`src/rtl/bus_move_ctrl.sv`:
```
// Command sequencer owning registers r0/r1 around a two-source/two-destination bus stage.
// Runs MOVE/LOAD/SWAP/CLEAR, drives the bus selects and captures bus results after a settle time.
module bus_move_ctrl #(
  parameter int unsigned WIDTH         = 8,
  parameter int unsigned SETTLE_CYCLES = 1
) (
  input  logic             clk,
  input  logic             rst_n,
  input  logic             cmd_valid,
  output logic             cmd_ready,
  input  logic [1:0]       cmd_op,
  input  logic             cmd_src,
  input  logic             cmd_dst,
  input  logic [WIDTH-1:0] cmd_imm,
  output logic             bus_from,
  output logic             bus_to,
  output logic [WIDTH-1:0] bus_in0,
  output logic [WIDTH-1:0] bus_in1,
  input  logic [WIDTH-1:0] bus_out0,
  input  logic [WIDTH-1:0] bus_out1,
  output logic [WIDTH-1:0] reg0,
  output logic [WIDTH-1:0] reg1,
  output logic             busy,
  output logic             done
);

  typedef enum logic [2:0] {StIdle, StDrive, StLatch, StSwapFin, StDone} state_e;

  localparam logic [1:0] OpMove  = 2'b00;
  localparam logic [1:0] OpLoad  = 2'b01;
  localparam logic [1:0] OpSwap  = 2'b10;
  localparam logic [1:0] OpClear = 2'b11;

  localparam logic [3:0] SettleInit = 4'(SETTLE_CYCLES);

  state_e           state_q;
  logic [WIDTH-1:0] r0_q, r1_q, tmp_q;
  logic [3:0]       cnt_q;
  logic [1:0]       op_q;
  logic             dst_q;
  logic             phase_q;
  logic             from_q, to_q;

  always_ff @(posedge clk or negedge rst_n) begin
    if (!rst_n) begin
      state_q <= StIdle;
      r0_q    <= '0;
      r1_q    <= '0;
      tmp_q   <= '0;
      cnt_q   <= '0;
      op_q    <= OpMove;
      dst_q   <= 1'b0;
      phase_q <= 1'b0;
      from_q  <= 1'b0;
      to_q    <= 1'b0;
    end else begin
      unique case (state_q)
        StIdle: begin
          from_q <= 1'b0;
          to_q   <= 1'b0;
          if (cmd_valid) begin
            op_q    <= cmd_op;
            dst_q   <= cmd_dst;
            phase_q <= 1'b0;
            case (cmd_op)
              OpLoad: begin
                if (cmd_dst) r1_q <= cmd_imm;
                else         r0_q <= cmd_imm;
                state_q <= StDone;
              end
              OpClear: begin
                if (cmd_dst) r1_q <= '0;
                else         r0_q <= '0;
                state_q <= StDone;
              end
              OpMove: begin
                // Destination 0 is reached through out0 (bus_to = 1), destination 1 through out1.
                from_q  <= cmd_src;
                to_q    <= ~cmd_dst;
                cnt_q   <= SettleInit;
                state_q <= StDrive;
              end
              default: begin
                // SWAP phase A routes r0 to out0 for parking in tmp.
                from_q  <= 1'b0;
                to_q    <= 1'b1;
                cnt_q   <= SettleInit;
                state_q <= StDrive;
              end
            endcase
          end
        end
        StDrive: begin
          if (cnt_q <= 4'd1) state_q <= StLatch;
          else               cnt_q   <= cnt_q - 4'd1;
        end
        StLatch: begin
          if (op_q == OpSwap) begin
            if (!phase_q) begin
              tmp_q   <= bus_out0;
              phase_q <= 1'b1;
              from_q  <= 1'b1;
              to_q    <= 1'b1;
              cnt_q   <= SettleInit;
              state_q <= StDrive;
            end else begin
              r0_q    <= bus_out0;
              from_q  <= 1'b0;
              to_q    <= 1'b0;
              state_q <= StSwapFin;
            end
          end else begin
            if (dst_q) r1_q <= bus_out1;
            else       r0_q <= bus_out0;
            from_q  <= 1'b0;
            to_q    <= 1'b0;
            state_q <= StDone;
          end
        end
        StSwapFin: begin
          r1_q    <= tmp_q;
          state_q <= StDone;
        end
        StDone: begin
          state_q <= StIdle;
        end
        default: begin
          state_q <= StIdle;
        end
      endcase
    end
  end

  assign cmd_ready = (state_q == StIdle);
  assign busy      = (state_q != StIdle);
  assign done      = (state_q == StDone);
  assign bus_from  = from_q;
  assign bus_to    = to_q;
  assign bus_in0   = r0_q;
  assign bus_in1   = r1_q;
  assign reg0      = r0_q;
  assign reg1      = r1_q;

endmodule
```
`config.mk`:
```
export PLATFORM = sky130hd
export DESIGN_NAME = bus_move_ctrl
export DESIGN_NICKNAME = d
export VERILOG_FILES = /design/src/rtl/bus_move_ctrl.sv
export SDC_FILE = /design/constraint.sdc
export NUM_CORES = 1
export LEC_CHECK = 0
export ABC_AREA = 1
export CORE_UTILIZATION = 47
export DETAILED_ROUTE_END_ITERATION = 8
export GPL_TIMING_DRIVEN = 0
export PLACE_DENSITY = 0.82
export SYNTH_ARGS = -nofsm -noshare
export SYNTH_HDL_FRONTEND = slang
export SYNTH_SLANG_ARGS = --single-unit
```
`constraint.sdc`:
```
create_clock -name clk -period 1.7 [get_ports clk]
set_input_delay 0.51 -clock clk [delete_from_list [all_inputs] [get_ports clk]]
set_output_delay 0.51 -clock clk [all_outputs]
set_load 0.02 [all_outputs]
```
======== Word-level counts from Yosys, hierarchy flattened ========
Index checks and enable logic that the tools add are counted.
word-level totals
  register bits ........................... 37
  output and inout port bits .............. 37
  word-level logic and storage cells ...... 88
operators by class
  add/sub/neg operators ................... 1
  magnitude comparators ................... 1
  equal/unequal tests ..................... 22
  muxes and demuxes ....................... 38
  bitwise logic cells ..................... 2
  reduce and logical (&&, ||, !) cells .... 14
operator list
  cell                                                                      number
  8-bit 2-to-1 mux                                                          11
  8-bit one-hot mux with 2 select lines                                     3
  8-bit one-hot mux with 3 select lines                                     1
  4-bit 2-to-1 mux                                                          5
  3-bit inequality test (second input constant)                             6
  2-bit inequality test (second input constant)                             8
  7-bit AND reduction                                                       2
  3-bit 2-to-1 mux                                                          4
  3-bit one-hot mux with 4 select lines                                     1
  4-bit one-hot mux with 3 select lines                                     1
  3-bit nonzero test                                                        3
  1-bit one-hot mux with 2 select lines                                     4
  1-bit 2-to-1 mux                                                          7
  3-bit by 2-bit equality test with 1-bit output (second input constant)    2
  3-bit AND reduction                                                       2
  6-bit AND reduction                                                       1
  2-bit equality test (second input constant)                               2
  4-bit by 1-bit <= comparator with 1-bit output (second input constant)    1
  2-bit AND reduction                                                       2
  4-bit by 1-bit subtractor with 4-bit output (second input constant)       1
  3-bit by 1-bit equality test with 1-bit output (second input constant)    1
  3-bit equality test (second input constant)                               1
  3-bit logical NOT                                                         1
  3-bit by 1-bit inequality test with 1-bit output (second input constant)  1
  other kinds (6)                                                           7

======== Logic depth before layout (Yosys ltp) ========
Gate-level depths: netlist (run 1).
  depth after elaboration ................. 5
  depth in mapped cells ................... 9
  gate-level depth less buffers ........... 9

======== Worst setup path before layout (run 1) ========
OpenSTA, ideal clock, no wires.
  kind .................................... register -> output
  start point ............................. register state_q[1]
  end point ............................... output done
  arrival ................................. 1.127 ns
  required time ........................... 1.190 ns
  path slack .............................. 0.063 ns
  stages on the path, launching flop included .. 3
  cell sequence ........................... dfrtp_1 > clkbuf_1 > nor3_1
on the way
  longest elaborated chain between the ends .. 1
ends and longest elaborated chain
  item                      line  text
  start: declaration        36    state_e state_q;
  start signal: assignment  46    state_q <= StIdle;
  start signal: assignment  69    state_q <= StDone;
  start signal: assignment  74    state_q <= StDone;
  3-bit equality test       136   assign done = (state_q == StDone);
  end: declaration          24    output logic done
No other way between the ends.

======== Worst setup path in the final report (run 1) ========
  start point ............................. register state_q[0]
  end point ............................... output busy
on the way
  longest elaborated chain between the ends .. 1
ends and longest elaborated chain
  item                line  text
  3-bit nonzero test  135   assign busy = (state_q != StIdle);
  end: declaration    23    output logic busy,
No other way between the ends.

==> results of run 1 <==
## worst max-delay path, cell delays in order (launching register included)
cell     delay (ns)
dfrtp_1        0.43
nor2_2         0.16
buf_6          0.13
nand2_4        0.05
buf_4          0.16
## final cells by class
class | instances | area (sq um) | share of cell area (%)
Inverter | 42 | 158 | 4.89
Clock buffer | 7 | 86.3 | 2.68
Multi-Input combinational cell | 215 | 1050 | 32.6
Buffer | 26 | 204 | 6.32
Timing Repair Buffer | 79 | 716 | 22.2
Sequential cell | 37 | 927 | 28.7
Tap cell | 67 | 83.8 | 2.60
## per-stage QoR
| step | setup TNS [ns] | instances | hold slack (ns) | power (W) |
|---|---|---|---|---|
| final | -0.0714 | 473 | 0.299 | 0.00587 |
| after CTS | -0.0537 | 463 | 0.341 | 0.00554 |
| after floorplan | 0 | 320 | 0.214 | 0.00381 |
| after global placement | -31.75 | 454 | 0.483 | 0.00501 |
| after global routing | -0.433 | 473 | 0.379 | 0.00633 |
| after detailed placement | -5.42 | 454 | 0.483 | 0.00509 |
## layer usage
metal	vias to the layer above	GRT usage, %	wire [microns]
met5	-	0	0
met4	0	8.71	136
met3	12	5.49	275
met2	75	40.0	2790
met1	1034	31.1	2620
li1	1164	-	-
## cell families (layout without fill, tap and decap cells)
kind of cell	after synthesis	count (layout)	synth area share, %
and+or+nand+nor	186	186	37.7
buffers and inverters	68	154	14.6
DFF	37	37	40.3
AOI/OAI and AO/OA	26	26	5.89
adders and majority gates	2	2	1.09
xor gates and xnor gates	1	1	0.382
## synthesized netlist by cell type
cell,instances,area (sq um)
a21oi_1,4,20.0
a21oi_2,1,8.76
a31oi_1,1,6.26
buf_2,6,30.0
buf_4,19,143
clkbuf_1,1,3.75
dfrtp_1,37,926
ha_1,2,25.0
inv_1,39,146
inv_2,3,11.3
nand2_1,94,353
nand2_2,1,6.26
nand2_4,3,33.8
nand3_1,43,215
nand3_2,3,30.0
nand4_1,9,56.3
nor2_1,25,93.8
nor2_2,2,12.5
nor2_4,3,33.8
nor2_8,1,20.0
nor3_1,1,5.00
o21ai_0,12,60.1
o21ai_1,8,40.0
or2_1,1,6.26
xnor2_1,1,8.76
## power by group through the flow
| stage | Sequential [W] | Clock [W] | Combinational, W |
|---|---|---|---|
| after floorplan | 0.00169 | 0 | 0.00211 |
| after global placement | 0.00150 | 0 | 0.00351 |
| after detailed placement | 0.00151 | 0 | 0.00358 |
| after CTS | 0.00149 | 0.000632 | 0.00341 |
| after global routing | 0.00155 | 0.000676 | 0.00410 |
| final | 0.00150 | 0.000631 | 0.00374 |
## sequential cells by signal, indices dropped and copies added (netlist names)
register / cells
bus_in0: 8
bus_in1: 8
tmp_q: 8
cnt_q: 4
state_q: 3
op_q: 2
bus_from: 1
bus_to: 1
dst_q: 1
phase_q: 1
## timing repair
item	in CTS	in global routing
setup buffers	2	10
setup endpoints to repair	38	22
gates cloned	0	0
gates resized for setup	57	12
pin swaps	2	4
## worst max-delay path by stage
stage                     to        from  cells after the start
floorplan               done  state_q[1]                      2
global placement    cnt_q[3]       rst_n                      1
detailed placement      done  state_q[1]                      3
CTS                     done  state_q[1]                      3
global route            busy  state_q[0]                      4
finish                  busy  state_q[0]                      4
## cell usage in the layout, fill, tap and decap left out, types with 4 or more instances in the layout
cell type,count
clkbuf_8,6
inv_2,4
o21ai_0,12
buf_6,5
inv_1,38
a21oi_1,4
nand4_1,9
dlygate4sd2_1,34
nand3_1,43
clkdlybuf4s50_1,28
o21ai_1,8
dfrtp_1,36
buf_4,30
nand2_1,93
nor2_1,24
buf_2,5
==> impl_metrics.yaml, run 1 <==
timing:
  worst_pin_slew_ns: 0.828
  final.min_clock_period_ns: 1.73
  final.setup_skew_ns: 0.00328
  layout_setup_ws_ns: -0.0317
  hold_viol_final: 0
  fin_crit_sh_pct: 102
  rsz0062_at_grt: "yes"
  fmax_mhz: 577
  finalSetupViolations: 3
  maxSlewViolCount: 0
  slew_headroom_pct: 44.8
synthesis:
  yosys_warnings: 0
  yosys_register_bits: 37
  synth.distinct_cells: 25
  synth.avg_cell_area_sq_um: 7.17
  synthCells: 320
  synth_nets: 353
  netlist_area_sq_um: 2290
  ys_seq_area_share_pct: 40.3
global_routing:
  grt_usage_pct: 24.2
  grt_max_degree: 38
  grt.overflow.total: 0
  antenna_found_initial: 0
  grt_pass1_vias: 2056
  grt_pass1_wl_microns: 9540
critical_path:
  required_ns: 1.19
  cp_max_fo: 4
  arrival_ns: 1.22
  rr_startpoint: "state_q[0]"
  endpoint_kind: "primary output"
  critPathLaunchType: "flop"
  reg2reg_depth: 10
  rrSetupSlack_ns: 0.07
  crit_type: "reg2out"
  reg2reg_to: "bus_in1[4]"
final_layout:
  drive_above_1_share_pct: 17.2
  antenna_cells: 0
  final_nets: 439
  final_area_sq_um: 3230
  area_delta_synth_final_pct: 40.6
  fill_cells: 404
  fin_util_pct: 68.3
die:
  core_sq_um: 4720
  dieArea_sq_um: 5170
  fp-row-count: 25
  fp.dieW_microns: 71.9
  die_y_microns: 71.9
  start_util_pct: 48.6
  ios: 68
place:
  placed_cell_area_sq_um: 3040
  dpl.hpwl_microns: 4240
  pre_cts_ws_ns: -0.398
  gp_congestion: 0.858
  io_buffers: 67
cts:
  clkSinkCount: 37
  cts_max_path_buffers: 2
  holdBufCountCts: 0
  clk_pin_slew_ns: 0.07
  cts_made_buffers: 5
  cts_root_buf: "clkbuf_8"
  cts-htree-levels: 2
  cts_tree: "built"
  clock_latency_ns: 0.29
power:
  internal-power_w: 0.00315
  powerDensity_nw_per_um2: 1820
  p_sw_w: 0.00272
  p_seq_share_pct: 25.5
  combPwrFrac_pct: 63.7
  vdd_drop_max_uv: 1350
  swShare_pct: 46.4
  p_leak_nw: 1.80
  clockPowerShare_pct: 10.7
status:
  violations: "negative setup slack"
  status: "complete, but fails checks"
detailed_routing:
  postRouteAntennaNets: 0
  drt_iter0_drc: 160
  viasPerCell: 4.83
  vias: 2285
  wl_microns: 5820
  dr.pass1.iters: 4
  wl_per_cell_microns: 12.3
  route.detailed.drc: 0
worst_hold_path:
  min_path_type: "in2async"
flow_run:
  drv_cap: 0
Note: power is estimated with default switching activity, not from simulation.
==> run 2: changes to the inputs <==
- ABC_AREA: 1 -> default
- CORE_UTILIZATION: 47 -> 46
==> run 2 against run 1 <==
Against the previous run: sequential share of layout area down 0.82 points; flip-flop and latch count unchanged; power up 7.2%; non-clock buffer count rose by 5; register-to-register slack lost 0.28 ns; wire length increased by 5.8%; combinational power rose by 3%; count of clock-buffer cells in the layout fell by 1; highest routed layer unchanged; clock skew about the same; the flow still finishes with violations (negative setup slack).
==> impl_metrics.yaml, run 2 <==
status:
  status: "complete, but fails checks"
  violations: "negative setup slack"
flow_run:
  drv_cap: 0
global_routing:
  grt_pass1_vias: 1906
  grt_max_degree: 38
  antenna_found_initial: 0
  grt_pass1_wl_microns: 9020
  grt.overflow.total: 0
  grt_usage_pct: 23.2
die:
  die_y_microns: 69.8
  start_util_pct: 48.2
  ios: 68
  fp-row-count: 24
  fp.dieW_microns: 69.8
  dieArea_sq_um: 4870
  core_sq_um: 4380
timing:
  finalSetupViolations: 29
  worst_pin_slew_ns: 0.827
  maxSlewViolCount: 0
  holdWs_ns: 0.312
  final.min_clock_period_ns: 1.91
  fmax_mhz: 523
  fin_crit_sh_pct: 112
  hold_viol_final: 0
  rsz0062_at_grt: "yes"
  slew_headroom_pct: 44.9
  layout_setup_ws_ns: -0.212
  final.setup_skew_ns: 0.00363
cts:
  clock_latency_ns: 0.29
  clkSinkCount: 37
  cts-htree-levels: 2
  cts_max_path_buffers: 2
  cts_root_buf: "clkbuf_8"
  cts_tree: "built"
  cts_made_buffers: 5
  clk_pin_slew_ns: 0.07
critical_path:
  critPathLaunchType: "flop"
  endpoint_kind: "flop"
  crit_type: "reg2reg"
  required_ns: 1.88
  cp_max_fo: 8
  arrival_ns: 2.09
power:
  power.total_w: 0.00630
  powerDensity_nw_per_um2: 1900
  p_leak_nw: 1.62
  vdd_drop_max_uv: 1010
synthesis:
  synth.distinct_cells: 39
  yosys.area.top_type: "dfrtp_1"
  synth_edf_count: 0
  synth_area_leaders: "dfrtp_1 (44%), mux2_1 (5.9%), buf_4 (5.7%)"
  yosysMostFrequentCell: "dfrtp_1"
  yosys_register_bits: 37
  synth.avg_cell_area_sq_um: 9.83
  synth_async_sr_flop_share_pct: 100
  yosys_warnings: 0
  synth_ff_type: "dfrtp_1"
  netlist_area_sq_um: 2110
  synth_top_area_share_pct: 43.8
  synth_nets: 248
  synthCells: 215
  ys_seq_area_share_pct: 43.8
  synth_top_cells_by_count: "dfrtp_1 (37), o21ai_0 (18), nand3_1 (17), buf_4 (16), nand2_1 (13)"
detailed_routing:
  vias: 2006
  postRouteAntennaNets: 0
  viasPerCell: 5.62
  wl_per_cell_microns: 17.2
  route.detailed.drc: 0
  drt_iter0_drc: 176
  dr.pass1.iters: 4
  wl_microns: 6160
worst_hold_path:
  min_path_type: "in2async"
place:
  io_buffers: 67
  dp.cells: 334
  dpl.hpwl_microns: 3830
  gp_congestion: 0.853
  pre_cts_ws_ns: -0.625
final_layout:
  layout_common_cells: "dlygate4sd2_1 (37), dfrtp_1 (36), buf_4 (29)"
  final_nets: 337
  fill_cells: 288
  antenna_cells: 0
  drive_above_1_share_pct: 33.1
  fin_util_pct: 75.7
  area_delta_synth_final_pct: 57.1
  stdcell_count: 357
  final_common_cell: "dlygate4sd2_1"
==> run 2: report_power, final <==
group	switching (W)	total [W]	internal, W
registers	0.000368	0.00166	0.00129
clock network	0.000317	0.000794	0.000477
logic	0.00183	0.00384	0.00201
==> run 2: critical path, cell delays in order (launching register included) <==
cell and delay, ns:
dfrtp_1 0.39, or3b_4 0.42, or3_4 0.41, and3_4 0.26
mux2_4 0.31
==> run 2: cells by family (layout without fill, tap and decap cells) <==
logic type | Yosys count | in the layout | synth area share, %
fa+ha+maj | 2 | 2 | 1.18
compound gates | 46 | 46 | 13.4
mux | 27 | 27 | 15.3
simple gates | 62 | 62 | 15.4
flops | 37 | 37 | 43.8
buf+inv | 41 | 131 | 10.9
==> run 2: what timing repair did <==
item                                    in CTS  in global routing
hold buffers                                 0                  0
endpoints found under the setup margin      65                 34
gates resized for setup                     71                 49
pin swaps                                    2                 18
setup buffers                                4                 13
gates cloned                                 0                  1
==> run 2: final cells by class <==
cell class	count	area [sq um]	area share [%]
inverters	13	48.8	1.47
flip-flops and latches	37	927	27.9
repair buffers	85	790	23.8
clock inverters	2	37.5	1.13
multi-input cells	137	1130	34.1
plain buffers	25	238	7.16
clock buffers	6	82.6	2.49
well taps	52	65.1	1.96
==> run 2: through the flow <==
step / TNS, ns / instance area, sq um
final: -4.81 / 3320
after global routing: -5.85 / 3320
after CTS: -5.22 / 3040
after detailed placement: -12.80 / 2880
after global placement: -38.10 / 2880
after floorplan: -2.77 / 2150
==> run 2: metal layers <==
layer | vias up | track usage [%] | share of wire [%]
li1 | 917 | - | -
met1 | 966 | 31.9 | 42
met2 | 109 | 35.6 | 49
met3 | 14 | 4.51 | 7.6
met4 | 0 | 10.2 | 2.1
met5 | - | 0 | 0
==> run 2: path summary, 6_finish.rpt <==
kind,cells after the start,slack (ns),endpoint,from
worst min-delay path,1,0.31,bus_in0[2],rst_n
worst max-delay path,4,-0.21,bus_in0[0],state_q[0]
worst min register to register,2,0.51,tmp_q[4],tmp_q[4]
max in group asynchronous,1,0.81,cnt_q[0],rst_n
worst max register to register,4,-0.21,bus_in0[0],state_q[0]
min in group clk,2,0.51,tmp_q[4],tmp_q[4]
